==> config.mk <==
export PLATFORM = sky130hd
export DESIGN_NAME = outbuf_fifo_flat
export DESIGN_NICKNAME = d
export VERILOG_FILES = /design/src/rtl/outbuf_pkg.sv /design/src/rtl/outbuf_if.sv /design/src/rtl/outbuf_line_ctr.sv /design/src/rtl/outbuf_fifo.sv /design/src/flat_wrapper.sv
export SDC_FILE = /design/constraint.sdc
export NUM_CORES = 1
export LEC_CHECK = 0
export ABC_AREA = 1
export CAP_MARGIN = 40
export CORE_MARGIN = 5
export CORE_UTILIZATION = 56
export DETAILED_ROUTE_END_ITERATION = 16
export GPL_ROUTABILITY_DRIVEN = 0
export MAX_ROUTING_LAYER = met4
export PLACE_DENSITY = 0.74
export SETUP_SLACK_MARGIN = 0.1
export SLEW_MARGIN = 25
export SYNTH_ARGS = -nofsm -noshare
export SYNTH_HDL_FRONTEND = slang
export SYNTH_SLANG_ARGS = --single-unit
==> constraint.sdc <==
create_clock -name clk -period 3.21 [get_ports clk]
set_clock_uncertainty 0.1 [all_clocks]
set_input_delay 0.642 -clock clk [delete_from_list [all_inputs] [get_ports clk]]
set_output_delay 0.642 -clock clk [all_outputs]
set_load 0.01 [all_outputs]
==> src/rtl/outbuf_pkg.sv <==
// Shared widths, depth and pointer/count types for the PE output buffer.
package outbuf_pkg;
    localparam int OUTBUF_DATA_WIDTH = 17;
    localparam int OUTBUF_DEPTH      = 16;
    localparam int OUTBUF_ADDR_LEN   = $clog2(OUTBUF_DEPTH);
    localparam int OUTBUF_LINE_W     = 8;

    typedef logic [OUTBUF_ADDR_LEN-1:0] ptr_t;
    typedef logic [OUTBUF_ADDR_LEN:0]   cnt_t;

    // Depth is a power of two, so the natural wrap of ptr_t is the circular wrap.
    function automatic ptr_t ptr_inc(input ptr_t p);
        return p + ptr_t'(1);
    endfunction
endpackage

==> src/rtl/outbuf_if.sv <==
// Push (datapath side) and valid/ready drain (consumer side) signals of the output buffer.
interface outbuf_if import outbuf_pkg::*; #(
    parameter int DATA_WIDTH = OUTBUF_DATA_WIDTH
);
    logic                  outbuf_write;
    logic [DATA_WIDTH-1:0] din;
    logic                  outbuf_full;
    logic                  out_valid;
    logic                  out_ready;
    logic [DATA_WIDTH-1:0] out_data;
    logic                  out_last;

    modport slave (
        input  outbuf_write, din, out_ready,
        output outbuf_full, out_valid, out_data, out_last
    );

    modport master (
        output outbuf_write, din, out_ready,
        input  outbuf_full, out_valid, out_data, out_last
    );
endinterface

==> src/rtl/outbuf_line_ctr.sv <==
// Row framing: counts pops and flags the head word that closes a row of line_len words.
module outbuf_line_ctr import outbuf_pkg::*; #(
    parameter int LINE_W = OUTBUF_LINE_W
) (
    input  logic              clk,
    input  logic              rst,
    input  logic [LINE_W-1:0] line_len,
    input  logic              out_valid,
    input  logic              pop,
    output logic              out_last
);
    logic [LINE_W-1:0] line_cnt_q, line_cnt_d;
    logic [LINE_W-1:0] last_idx;

    // No clamp on line_len changes: a counter already past the new end runs on until it wraps.
    always_comb begin
        last_idx   = line_len - LINE_W'(1);
        out_last   = (line_len != '0) && out_valid && (line_cnt_q == last_idx);
        line_cnt_d = line_cnt_q;
        if (line_len == '0)
            line_cnt_d = '0;
        else if (pop)
            line_cnt_d = out_last ? '0 : line_cnt_q + LINE_W'(1);
    end

    always_ff @(posedge clk or posedge rst) begin
        if (rst)
            line_cnt_q <= '0;
        else
            line_cnt_q <= line_cnt_d;
    end
endmodule

==> src/rtl/outbuf_fifo.sv <==
// Circular FWFT output buffer with row framing and sticky overflow/underflow flags.
// Define OUTBUF_LEVEL_EN to add the outbuf_level and outbuf_afull ports.
module outbuf_fifo import outbuf_pkg::*; #(
    parameter int DATA_WIDTH = OUTBUF_DATA_WIDTH,
    parameter int LINE_W     = OUTBUF_LINE_W
) (
    input  logic                     clk,
    input  logic                     rst,
    outbuf_if.slave                  bus,
    input  logic [LINE_W-1:0]        line_len,
    output logic                     overflow,
    output logic                     underflow,
    input  logic                     err_clr
`ifdef OUTBUF_LEVEL_EN
    ,
    output logic [OUTBUF_ADDR_LEN:0] outbuf_level,
    output logic                     outbuf_afull
`endif
);
    localparam cnt_t CNT_FULL  = cnt_t'(OUTBUF_DEPTH);
    localparam cnt_t CNT_AFULL = cnt_t'(OUTBUF_DEPTH - 2);
    localparam cnt_t CNT_ONE   = cnt_t'(1);

    logic [DATA_WIDTH-1:0] mem_q [OUTBUF_DEPTH];

    ptr_t wptr_q, wptr_d;
    ptr_t rptr_q, rptr_d;
    cnt_t count_q, count_d;
    logic overflow_q, overflow_d;
    logic underflow_q, underflow_d;

    logic full, valid, push, pop;

    // A pop frees a slot only after the edge, so a full FIFO still drops a same-cycle push.
    always_comb begin
        full  = (count_q == CNT_FULL);
        valid = (count_q != '0);
        push  = bus.outbuf_write & ~full;
        pop   = valid & bus.out_ready;

        wptr_d = push ? ptr_inc(wptr_q) : wptr_q;
        rptr_d = pop  ? ptr_inc(rptr_q) : rptr_q;

        count_d = count_q;
        case ({push, pop})
            2'b10:   count_d = count_q + CNT_ONE;
            2'b01:   count_d = count_q - CNT_ONE;
            default: count_d = count_q;
        endcase

        overflow_d  = err_clr ? 1'b0 : (overflow_q  | (bus.outbuf_write & full));
        underflow_d = err_clr ? 1'b0 : (underflow_q | (bus.out_ready & ~valid));
    end

    always_ff @(posedge clk or posedge rst) begin
        if (rst) begin
            wptr_q      <= '0;
            rptr_q      <= '0;
            count_q     <= '0;
            overflow_q  <= 1'b0;
            underflow_q <= 1'b0;
        end else begin
            wptr_q      <= wptr_d;
            rptr_q      <= rptr_d;
            count_q     <= count_d;
            overflow_q  <= overflow_d;
            underflow_q <= underflow_d;
        end
    end

    always_ff @(posedge clk) begin
        if (push)
            mem_q[wptr_q] <= bus.din;
    end

    outbuf_line_ctr #(
        .LINE_W (LINE_W)
    ) u_line (
        .clk       (clk),
        .rst       (rst),
        .line_len  (line_len),
        .out_valid (valid),
        .pop       (pop),
        .out_last  (bus.out_last)
    );

    assign bus.outbuf_full = full;
    assign bus.out_valid   = valid;
    assign bus.out_data    = valid ? mem_q[rptr_q] : '0;
    assign overflow        = overflow_q;
    assign underflow       = underflow_q;

`ifdef OUTBUF_LEVEL_EN
    assign outbuf_level = count_q;
    assign outbuf_afull = (count_q >= CNT_AFULL);
`endif
endmodule

==> src/flat_wrapper.sv <==
// flat-port wrapper written by rule: the top's interface ports become plain ports
module outbuf_fifo_flat import outbuf_pkg::*;
#(
    parameter int DATA_WIDTH = OUTBUF_DATA_WIDTH,
    parameter int LINE_W     = OUTBUF_LINE_W
)
  (clk, rst, line_len, overflow, underflow, err_clr, bus_outbuf_write, bus_din, bus_out_ready, bus_outbuf_full, bus_out_valid, bus_out_data, bus_out_last);
  outbuf_if #(.DATA_WIDTH(DATA_WIDTH)) bus_i ();
  input  logic clk;
  input  logic rst;
  input  logic [LINE_W-1:0] line_len;
  output logic overflow;
  output logic underflow;
  input  logic err_clr;
  input wire logic [$bits(bus_i.outbuf_write)-1:0] bus_outbuf_write;
  input wire logic [$bits(bus_i.din)-1:0] bus_din;
  input wire logic [$bits(bus_i.out_ready)-1:0] bus_out_ready;
  output wire logic [$bits(bus_i.outbuf_full)-1:0] bus_outbuf_full;
  output wire logic [$bits(bus_i.out_valid)-1:0] bus_out_valid;
  output wire logic [$bits(bus_i.out_data)-1:0] bus_out_data;
  output wire logic [$bits(bus_i.out_last)-1:0] bus_out_last;
  assign bus_i.outbuf_write = bus_outbuf_write;
  assign bus_i.din = bus_din;
  assign bus_i.out_ready = bus_out_ready;
  assign bus_outbuf_full = bus_i.outbuf_full;
  assign bus_out_valid = bus_i.out_valid;
  assign bus_out_data = bus_i.out_data;
  assign bus_out_last = bus_i.out_last;
  outbuf_fifo #(.DATA_WIDTH(DATA_WIDTH), .LINE_W(LINE_W)) u_core (.clk(clk), .rst(rst), .bus(bus_i), .line_len(line_len), .overflow(overflow), .underflow(underflow), .err_clr(err_clr));
endmodule
==> report_table.html, run 1 <==
<table>
<tr><th>Metric</th><th>Value</th></tr>
<tr><th colspan="2">Run status</th></tr>
<tr><td>Outcome</td><td>complete, no violations</td></tr>
<tr><th colspan="2">Setup path</th></tr>
<tr><td>Reg-to-reg slack, setup</td><td>roughly 0.49 ns</td></tr>
<tr><td>Slowest cell on the critical path</td><td>dfrtp_4</td></tr>
<tr><td>Capture point of the worst path</td><td>bus_out_data[13]</td></tr>
<tr><td>Data arrival time at the worst-slack endpoint</td><td>2.43 ns</td></tr>
<tr><td>Data required time of the worst path</td><td>2.47 ns</td></tr>
<tr><td>Kind of capture point of the worst setup path</td><td>output port</td></tr>
<tr><td>Critical path buffers and inverters</td><td>2</td></tr>
<tr><td>Worst reg-to-reg path cell count</td><td>13</td></tr>
<tr><td>Sequence of cells on the critical path</td><td>buf_4 &gt; o21ai_0 &gt; o221ai_1 &gt; nand3_1 &gt; a21oi_2 &gt; dlygate4sd2_1</td></tr>
<tr><td>Worst Setup Start Kind</td><td>register</td></tr>
<tr><td>Critical R2R Capture</td><td>u_core.count_q[4]</td></tr>
<tr><td>Origin of the critical flop-to-flop path</td><td>u_core.count_q[0]</td></tr>
<tr><td>Worst setup startpoint</td><td>u_core.rptr_q[0]</td></tr>
<tr><td>Path type of the worst setup path</td><td>register to output port</td></tr>
<tr><td>Max Fanout on Critical Path</td><td>20</td></tr>
<tr><td>Crit path largest cell delay</td><td>0.51 ns</td></tr>
<tr><td>Cell family with most CP delay</td><td>compound AO/OA/AOI/OAI gates</td></tr>
<tr><td>Critical path depth in cells</td><td>6</td></tr>
<tr><th colspan="2">Logic synthesis</th></tr>
<tr><td>Most area-consuming cells after synthesis</td><td>edfxtp_1 (65%), nor2_1 (5.3%), o221ai_1 (4.8%)</td></tr>
<tr><td>Synthesized-area fraction occupied by ao, oa, aoi and oai cells</td><td>around an eighth</td></tr>
<tr><td>Synth Flop Type</td><td>edfxtp_1</td></tr>
<tr><td>Cell taking the most area after synthesis</td><td>edfxtp_1</td></tr>
<tr><td>Simple-gate share of the synthesized area</td><td>roughly 10%</td></tr>
<tr><td>Share of synthesized area occupied by flip-flops and latches</td><td>between 70 and 80%</td></tr>
<tr><td>Synth Net Count</td><td>about 1000</td></tr>
<tr><td>Number of synthesized flops with an enable pin</td><td>approximately 270</td></tr>
<tr><td>Post-synthesis sequential element count</td><td>between 200 and 300</td></tr>
<tr><td>Syn Std Cell Area</td><td>between 10000 and 15000 um^2</td></tr>
<tr><td>Proportion of register bits with asynchronous set or reset after synthesis</td><td>about 8%</td></tr>
<tr><td>Count of distinct cell types in the synthesized netlist</td><td>34</td></tr>
<tr><td>Average instance area after synthesis</td><td>approximately 13 um^2</td></tr>
<tr><td>Dominant combinational cell family by area after synthesis</td><td>compound AO/OA/AOI/OAI gates</td></tr>
<tr><td>Fraction of the mapped netlist area in adder cells</td><td>1.26%</td></tr>
<tr><td>Most frequent cells after synthesis</td><td>edfxtp_1 (272), nor2_1 (177), o21ai_0 (73), o21bai_1 (68), o221ai_1 (68)</td></tr>
<tr><td>Area share of the leading cell type in the synthesized netlist</td><td>65.5%</td></tr>
<tr><td>Count leader, synth</td><td>edfxtp_1</td></tr>
<tr><td>Multiplexer fraction of the synthesized cell area</td><td>0%</td></tr>
<tr><td>Xor-xnor portion of the synthesized cell area</td><td>under 10%</td></tr>
<tr><td>Post-Syn Instances</td><td>967</td></tr>
<tr><td>Total number of yosys warnings</td><td>0</td></tr>
<tr><th colspan="2">Cells and area</th></tr>
<tr><td>Fraction of final layout cells with drive strength greater than 1</td><td>between 10% and 20%</td></tr>
<tr><td>Area added between synthesis and finish</td><td>18.4%</td></tr>
<tr><td>Layout Nets</td><td>1104</td></tr>
<tr><td>Area occupied by multi-input gates</td><td>3290 um^2</td></tr>
<tr><td>Share of the core filled with cells</td><td>between 60% and 70%</td></tr>
<tr><td>Sequential cell area in the final layout</td><td>8750 um^2</td></tr>
<tr><td>Filler cells</td><td>~1500</td></tr>
<tr><td>Layout Cells excl Fill</td><td>approximately 1400</td></tr>
<tr><th colspan="2">Timing</th></tr>
<tr><td>Relative slew slack</td><td>between 50% and 60%</td></tr>
<tr><td>Ratio of final minimum period to clock period</td><td>98.7%</td></tr>
<tr><td>RSZ-0062 raised after global routing</td><td>yes</td></tr>
<tr><td>Final count of hold timing violations</td><td>0</td></tr>
<tr><td>Minimum period implied by the final worst setup slack</td><td>approximately 3.2 ns</td></tr>
<tr><td>Slew @ Worst Pin</td><td>~0.67 ns</td></tr>
<tr><td>Max Freq</td><td>316 MHz</td></tr>
<tr><td>Final Setup Violations</td><td>0</td></tr>
<tr><td>Final max-slew violation count</td><td>0</td></tr>
<tr><th colspan="2">Routing</th></tr>
<tr><td>Per-cell via count in the routed design</td><td>just over 6</td></tr>
<tr><td>Number of remaining DRC errors</td><td>0</td></tr>
<tr><td>Number of search-and-repair iterations in the first detailed-routing pass</td><td>5</td></tr>
<tr><td>Via count</td><td>between 8000 and 9000</td></tr>
<tr><td>Antenna Violating Nets Remaining</td><td>0</td></tr>
<tr><td>Number of violations reported at the end of detailed-routing iteration 0</td><td>between 900 and 1000</td></tr>
<tr><td>Mean routed wirelength per cell</td><td>between 20 and 25 um</td></tr>
<tr><td>Final WL</td><td>between 30000 and 40000 um</td></tr>
<tr><th colspan="2">Clocking</th></tr>
<tr><td>Clock Latency Late Sink</td><td>about 0.54 ns</td></tr>
<tr><td>Num Clock Sinks</td><td>roughly 300</td></tr>
<tr><td>Master cell of the clock root buffer</td><td>clkbuf_16</td></tr>
<tr><td>CTS max path bufs</td><td>3</td></tr>
<tr><td>Clock-pin slew of the registers on the worst-case setup and hold paths</td><td>approximately 0.06 ns</td></tr>
<tr><td>H-tree levels</td><td>1</td></tr>
<tr><td>Number of buffers created by CTS</td><td>30</td></tr>
<tr><td>Clock tree from TritonCTS</td><td>done</td></tr>
<tr><td>Quantity of hold-fixing buffers added after cts</td><td>0</td></tr>
<tr><th colspan="2">Floorplan</th></tr>
<tr><td>Die Wd</td><td>around 160 um</td></tr>
<tr><td>Effective utilization at floorplan</td><td>between 50 and 60%</td></tr>
<tr><td>Die Y</td><td>159 um</td></tr>
<tr><td>Row Count</td><td>between 50 and 60</td></tr>
<tr><td>Die Footprint</td><td>approximately 25000 um^2</td></tr>
<tr><td>I/O pin count</td><td>52</td></tr>
<tr><td>CORE AREA</td><td>21900 um^2</td></tr>
<tr><th colspan="2">Global route</th></tr>
<tr><td>Vias in the first global route</td><td>between 8000 and 9000</td></tr>
<tr><td>Maximum number of pins on one net before global-route repair</td><td>slightly above 40</td></tr>
<tr><td>Total congestion overflow after global routing</td><td>0</td></tr>
<tr><td>Initial antenna violation count</td><td>1</td></tr>
<tr><td>Global-route wire length before repair</td><td>between 40000 and 50000 um</td></tr>
<tr><td>Tot GR Track Use</td><td>around a quarter</td></tr>
<tr><th colspan="2">Power</th></tr>
<tr><td>Pleak</td><td>approximately 5.3 nW</td></tr>
<tr><td>Max VDD drop</td><td>458 uV</td></tr>
<tr><td>PD cells</td><td>about 910 nW/um^2</td></tr>
<tr><th colspan="2">Flow run</th></tr>
<tr><td>Number of max-capacitance violations reported</td><td>0</td></tr>
<tr><th colspan="2">Placed design</th></tr>
<tr><td>Final HPWL from detailed placement</td><td>16800 um</td></tr>
<tr><td>Total of buffers placed on input and output ports</td><td>51</td></tr>
<tr><td>Number of instances in the placed design</td><td>around 1300</td></tr>
<tr><th colspan="2">Min path</th></tr>
<tr><td>Hold Path Class</td><td>input pin to async pin</td></tr>
</table>
-- stage by stage --
stage | instance area, um^2 | setup slack (ns) | hold WS, ns | power [W] | TNS [ns]
after floorplan | 12500 | 0.714 | 0.371 | 0.00796 | 0
after global placement | 13600 | -0.350 | 0.382 | 0.00953 | -0.350
after detailed placement | 13600 | -0.327 | 0.397 | 0.00965 | -0.327
after CTS | 14700 | 0.0967 | 0.412 | 0.0133 | 0
after global routing | 14800 | -0.0416 | 0.429 | 0.0141 | -0.0416
final | 14800 | 0.0416 | 0.398 | 0.0134 | 0
-- area by class of cell --
cell class                      instances  area share (%)
Sequential cell                       295            59.2
Multi-Input combinational cell        572            22.3
Timing Repair Buffer                  122            8.59
Clock buffer                           33            5.30
Tap cell                              280            2.37
Inverter                               41            1.13
Clock inverter                         23            1.09
Antenna cell                            1          0.0169
-- sequential cells by signal, summed over array words and instances, names as in the netlist --
name,count
u_core.wptr_q,4
u_core.underflow,1
u_core.overflow,1
u_core.u_line.line_cnt_q,8
u_core.mem_q,272
u_core.count_q,5
u_core.rptr_q,4
-- where the power goes --
group	internal [W]	switching (W)	total (W)
registers	0.00468	0.000228	0.00490
logic	0.00202	0.00315	0.00517
clock network	0.00191	0.00140	0.00331
-- logic make-up (layout without fill, tap and decap cells) --
| group | Yosys count | in the layout |
|---|---|---|
| AO/OA/AOI/OAI | 234 | 234 |
| buffers and inverters | 100 | 219 |
| flip-flops | 295 | 295 |
| other | 0 | 1 |
| adder cells (fa/ha/maj) | 12 | 12 |
| XOR/XNOR | 19 | 19 |
| AND/OR/NAND/NOR | 307 | 307 |
-- cell usage in the layout (no fill, tap or decap), drive strengths merged --
| master | instances |
|---|---|
| a21oi | 22 |
| a31o | 1 |
| a31oi | 2 |
| buf | 75 |
| bufbuf | 1 |
| bufinv | 2 |
| clkbuf | 42 |
| clkdlybuf4s15 | 2 |
| clkdlybuf4s50 | 33 |
| clkinv | 23 |
| clkinvlp | 1 |
| dfrtp | 23 |
| diode | 1 |
| dlygate4sd2 | 2 |
| edfxtp | 272 |
| fa | 1 |
| ha | 11 |
| inv | 38 |
| nand2 | 65 |
| nand3 | 53 |
| nand3b | 3 |
| nand4 | 5 |
| nor2 | 178 |
| nor3 | 2 |
| o21ai | 73 |
| o21bai | 68 |
| o221ai | 68 |
| or2 | 1 |
| xnor2 | 5 |
| xor2 | 14 |
-- metal layers --
metal  global-route usage [%]  vias to the layer above  part of all wire [%]
li1                         -                     3787                     -
met1                     32.8                     4081                    38
met2                     39.5                      458                    49
met3                     4.17                       64                    10
met4                     6.59                        0                   2.6
met5                        -                        -                     0
-- worst min path at each step --
stage,endpoint,slack [ns],cells past startpoint
after floorplan,u_core.u_line.line_cnt_q[6],0.37,2
after global placement,u_core.underflow,0.38,2
after detailed placement,u_core.underflow,0.40,2
after CTS,u_core.u_line.line_cnt_q[7],0.41,2
after global routing,u_core.count_q[3],0.43,2
final,u_core.count_q[3],0.40,2
-- repair_timing --
| action | 4_1_cts | 5_1_grt |
|---|---|---|
| pin swaps | 4 | 8 |
| resized for setup | 52 | 29 |
| hold endpoints to repair | 0 | 0 |
| gates cloned | 5 | 0 |
| buffers inserted | 6 | 1 |
| endpoints found under the setup margin | 18 | 18 |
Note: power is estimated with default switching activity, not from simulation.
==> run 2, diff against run 1 <==
--- a/config.mk
+++ b/config.mk
@@ -7,6 +7,7 @@
 export LEC_CHECK = 0
 export ABC_AREA = 1
 export CAP_MARGIN = 40
+export CORE_ASPECT_RATIO = 0.8
 export CORE_MARGIN = 5
 export CORE_UTILIZATION = 56
 export DETAILED_ROUTE_END_ITERATION = 16
==> report_table.html, run 2 (synthesized netlist as in run 1, its figures left out) <==
<table>
<tr><th>Metric</th><th>Value</th></tr>
<tr><th colspan="2">Run status</th></tr>
<tr><td>Outcome</td><td>complete, no violations</td></tr>
<tr><th colspan="2">Routing</th></tr>
<tr><td>Per-cell via count in the routed design</td><td>6.02 (-1.9%)</td></tr>
<tr><td>Final WL</td><td>31200 um (about the same)</td></tr>
<tr><td>Mean routed wirelength per cell</td><td>22.6 um (-0.85%)</td></tr>
<tr><td>Number of remaining DRC errors</td><td>0 (unchanged)</td></tr>
<tr><td>Via count</td><td>8299 (-1.1%)</td></tr>
<tr><td>Number of violations reported at the end of detailed-routing iteration 0</td><td>885 (-8.1%)</td></tr>
<tr><td>Number of search-and-repair iterations in the first detailed-routing pass</td><td>5 (unchanged)</td></tr>
<tr><td>Antenna Violating Nets Remaining</td><td>0 (unchanged)</td></tr>
<tr><th colspan="2">Min path</th></tr>
<tr><td>Hold Path Class</td><td>input pin to async pin</td></tr>
<tr><th colspan="2">Timing</th></tr>
<tr><td>Relative slew slack</td><td>60.0% (+5.1 points)</td></tr>
<tr><td>Ratio of final minimum period to clock period</td><td>95.3% (-3.4 points)</td></tr>
<tr><td>Slew @ Worst Pin</td><td>0.598 ns (-0.0740 ns)</td></tr>
<tr><td>Setup_tns</td><td>0 ns (unchanged)</td></tr>
<tr><td>Minimum period implied by the final worst setup slack</td><td>3.06 ns (-0.108 ns)</td></tr>
<tr><td>Final max-slew violation count</td><td>0 (unchanged)</td></tr>
<tr><td>RSZ-0062 raised after global routing</td><td>yes</td></tr>
<tr><td>Fin Hold WS</td><td>0.382 ns (-0.0153 ns)</td></tr>
<tr><td>Max Freq</td><td>327 MHz (+3.5%)</td></tr>
<tr><td>Final Setup Violations</td><td>0 (unchanged)</td></tr>
<tr><td>Final count of hold timing violations</td><td>0 (unchanged)</td></tr>
<tr><th colspan="2">Power</th></tr>
<tr><td>Pleak</td><td>5.20 nW (-1.0%)</td></tr>
<tr><td>Max VDD drop</td><td>524 uV (+14%)</td></tr>
<tr><td>PD cells</td><td>898 nW/um^2 (-0.95%)</td></tr>
<tr><th colspan="2">Cells and area</th></tr>
<tr><td>Largest register by flop count</td><td>u_core.mem_q</td></tr>
<tr><td>Fraction of final layout cells with drive strength greater than 1</td><td>15.8% (+0.024 points)</td></tr>
<tr><td>Top flop regs</td><td>u_core.mem_q x272, u_core.u_line.line_cnt_q x8, u_core.count_q x5</td></tr>
<tr><td>Area added between synthesis and finish</td><td>18.3% (about the same)</td></tr>
<tr><td>Antenna cell count</td><td>0 (-1)</td></tr>
<tr><td>Largest register FFs</td><td>272 (unchanged)</td></tr>
<tr><td>Filler cells</td><td>1575 (+2.9%)</td></tr>
<tr><td>Layout Nets</td><td>1100 (-0.36%)</td></tr>
<tr><td>Most frequent cells in the layout</td><td>edfxtp_1 (272), nor2_1 (160), o21ai_0 (73)</td></tr>
<tr><td>Most common cell after layout, fill and taps aside</td><td>edfxtp_1</td></tr>
<tr><th colspan="2">Floorplan</th></tr>
<tr><td>Die Footprint</td><td>25400 um^2 (about the same)</td></tr>
<tr><td>Die Y</td><td>144 um (-9.9%)</td></tr>
<tr><td>Die Wd</td><td>177 um (+11%)</td></tr>
<tr><td>Effective utilization at floorplan</td><td>57.4% (+0.39 points)</td></tr>
<tr><td>CORE AREA</td><td>21700 um^2 (-0.69%)</td></tr>
<tr><td>I/O pin count</td><td>52 (unchanged)</td></tr>
<tr><td>Row Count</td><td>48 (-11%)</td></tr>
<tr><th colspan="2">Global route</th></tr>
<tr><td>Maximum number of pins on one net before global-route repair</td><td>38 (-7.3%)</td></tr>
<tr><td>Total congestion overflow after global routing</td><td>0 (unchanged)</td></tr>
<tr><td>Global-route wire length before repair</td><td>46100 um (-2.4%)</td></tr>
<tr><td>Initial antenna violation count</td><td>0 (-1)</td></tr>
<tr><td>Tot GR Track Use</td><td>24.4% (-0.12 points)</td></tr>
<tr><td>Vias in the first global route</td><td>8069 (-1.7%)</td></tr>
<tr><th colspan="2">Setup path</th></tr>
<tr><td>Worst Setup Start Kind</td><td>register</td></tr>
<tr><td>Data arrival time at the worst-slack endpoint</td><td>2.32 ns (-0.11 ns)</td></tr>
<tr><td>Origin of the critical flop-to-flop path</td><td>u_core.count_q[1]</td></tr>
<tr><td>Cell family with most CP delay</td><td>compound AO/OA/AOI/OAI gates</td></tr>
<tr><td>Critical path buffers and inverters</td><td>3 (+1)</td></tr>
<tr><td>Kind of capture point of the worst setup path</td><td>output port</td></tr>
<tr><td>Max Fanout on Critical Path</td><td>19 (-5.0%)</td></tr>
<tr><td>Reg-to-reg slack, setup</td><td>0.50 ns (about the same)</td></tr>
<tr><td>Crit path largest cell delay</td><td>0.51 ns (about the same)</td></tr>
<tr><td>Path type of the worst setup path</td><td>register to output port</td></tr>
<tr><td>Worst reg-to-reg path cell count</td><td>13 (unchanged)</td></tr>
<tr><td>Data required time of the worst path</td><td>2.47 ns (about the same)</td></tr>
<tr><td>Critical R2R Capture</td><td>u_core.count_q[4]</td></tr>
<tr><td>Slowest cell on the critical path</td><td>dfrtp_4</td></tr>
<tr><td>Sequence of cells on the critical path</td><td>buf_12 &gt; buf_16 &gt; o21ai_0 &gt; o221ai_1 &gt; nand3_1 &gt; a21oi_2 &gt; buf_2</td></tr>
<tr><th colspan="2">Placed design</th></tr>
<tr><td>Total of buffers placed on input and output ports</td><td>51 (unchanged)</td></tr>
<tr><td>Final HPWL from detailed placement</td><td>17400 um (+3.7%)</td></tr>
<tr><th colspan="2">Clocking</th></tr>
<tr><td>Num Clock Sinks</td><td>295 (unchanged)</td></tr>
<tr><td>Master cell of the clock root buffer</td><td>clkbuf_16</td></tr>
<tr><td>Clock Latency Late Sink</td><td>0.53 ns (about the same)</td></tr>
<tr><td>Clock-pin slew of the registers on the worst-case setup and hold paths</td><td>0.06 ns (about the same)</td></tr>
<tr><td>Number of buffers created by CTS</td><td>29 (-3.3%)</td></tr>
<tr><td>CTS max path bufs</td><td>3 (unchanged)</td></tr>
<tr><td>H-tree levels</td><td>1 (unchanged)</td></tr>
<tr><td>Clock tree from TritonCTS</td><td>done</td></tr>
<tr><th colspan="2">Flow run</th></tr>
<tr><td>Number of max-capacitance violations reported</td><td>0 (unchanged)</td></tr>
</table>
## run 2: worst reg2reg max path, cell delays in order (launching register included)
cell	delay (ns)
dfrtp_1	0.41
nor2_1	0.14
nand2_2	0.08
nor2_2	0.25
inv_1	0.12
nand2_2	0.15
inv_1	0.12
ha_1	0.28
ha_1	0.34
a21oi_1	0.16
nor2_1	0.06
o21ai_0	0.14
nand3_1	0.10
xor2_1	0.15
## run 2: stage by stage
stage / std cells / utilization, % / setup slack, ns / instance area, um^2 / total power [W]
floorplan: 967 / - / 0.714 / 12500 / 0.00796
global placement: 1315 / 62.6 / -0.338 / 13600 / 0.00960
detailed placement: 1315 / 62.6 / -0.400 / 13600 / 0.00975
CTS: 1372 / 67.4 / 0.00738 / 14600 / 0.0130
global route: 1378 / 67.9 / 0.00194 / 14800 / 0.0138
finish: 1378 / 67.9 / 0.150 / 14800 / 0.0133
## run 2: repair_timing
| item | 4_1_cts | 5_1_grt |
|---|---|---|
| hold buffers | 0 | 0 |
| setup endpoints to repair | 18 | 16 |
| gates cloned | 3 | 4 |
| pin swaps | 11 | 20 |
| gates resized for setup | 74 | 25 |
| setup buffers | 3 | 2 |
## run 2: where the power goes
part / internal, W / switching (W)
logic: 0.00211 / 0.00320
clock network: 0.00164 / 0.00137
registers: 0.00468 / 0.000245
## run 2: metal layers
layer,share of wire [%],GRT usage (%)
met5,0,-
met4,2.9,7.20
met3,7.9,3.71
met2,47,38.8
met1,42,33.3
## run 2: layout make-up
type	count	area, um^2	area share, %
sequential	295	8750	59.3
tap	300	375	2.54
timing repair buffer	119	1330	9.03
clock buffer	33	741	5.02
multi-input combinational	572	3310	22.4
clock inverter	18	87.6	0.593
inverter	41	166	1.13
## run 2: worst max-delay path by stage
stage / depth (start not counted) / from / to
6_report: 7 / u_core.rptr_q[0] / bus_out_data[10]
5_1_grt: 11 / line_len[0] / bus_out_last
4_1_cts: 11 / line_len[0] / bus_out_last
3_5_place_dp: 11 / line_len[0] / bus_out_last
3_3_place_gp: 11 / line_len[0] / bus_out_last
2_1_floorplan: 9 / line_len[0] / bus_out_last
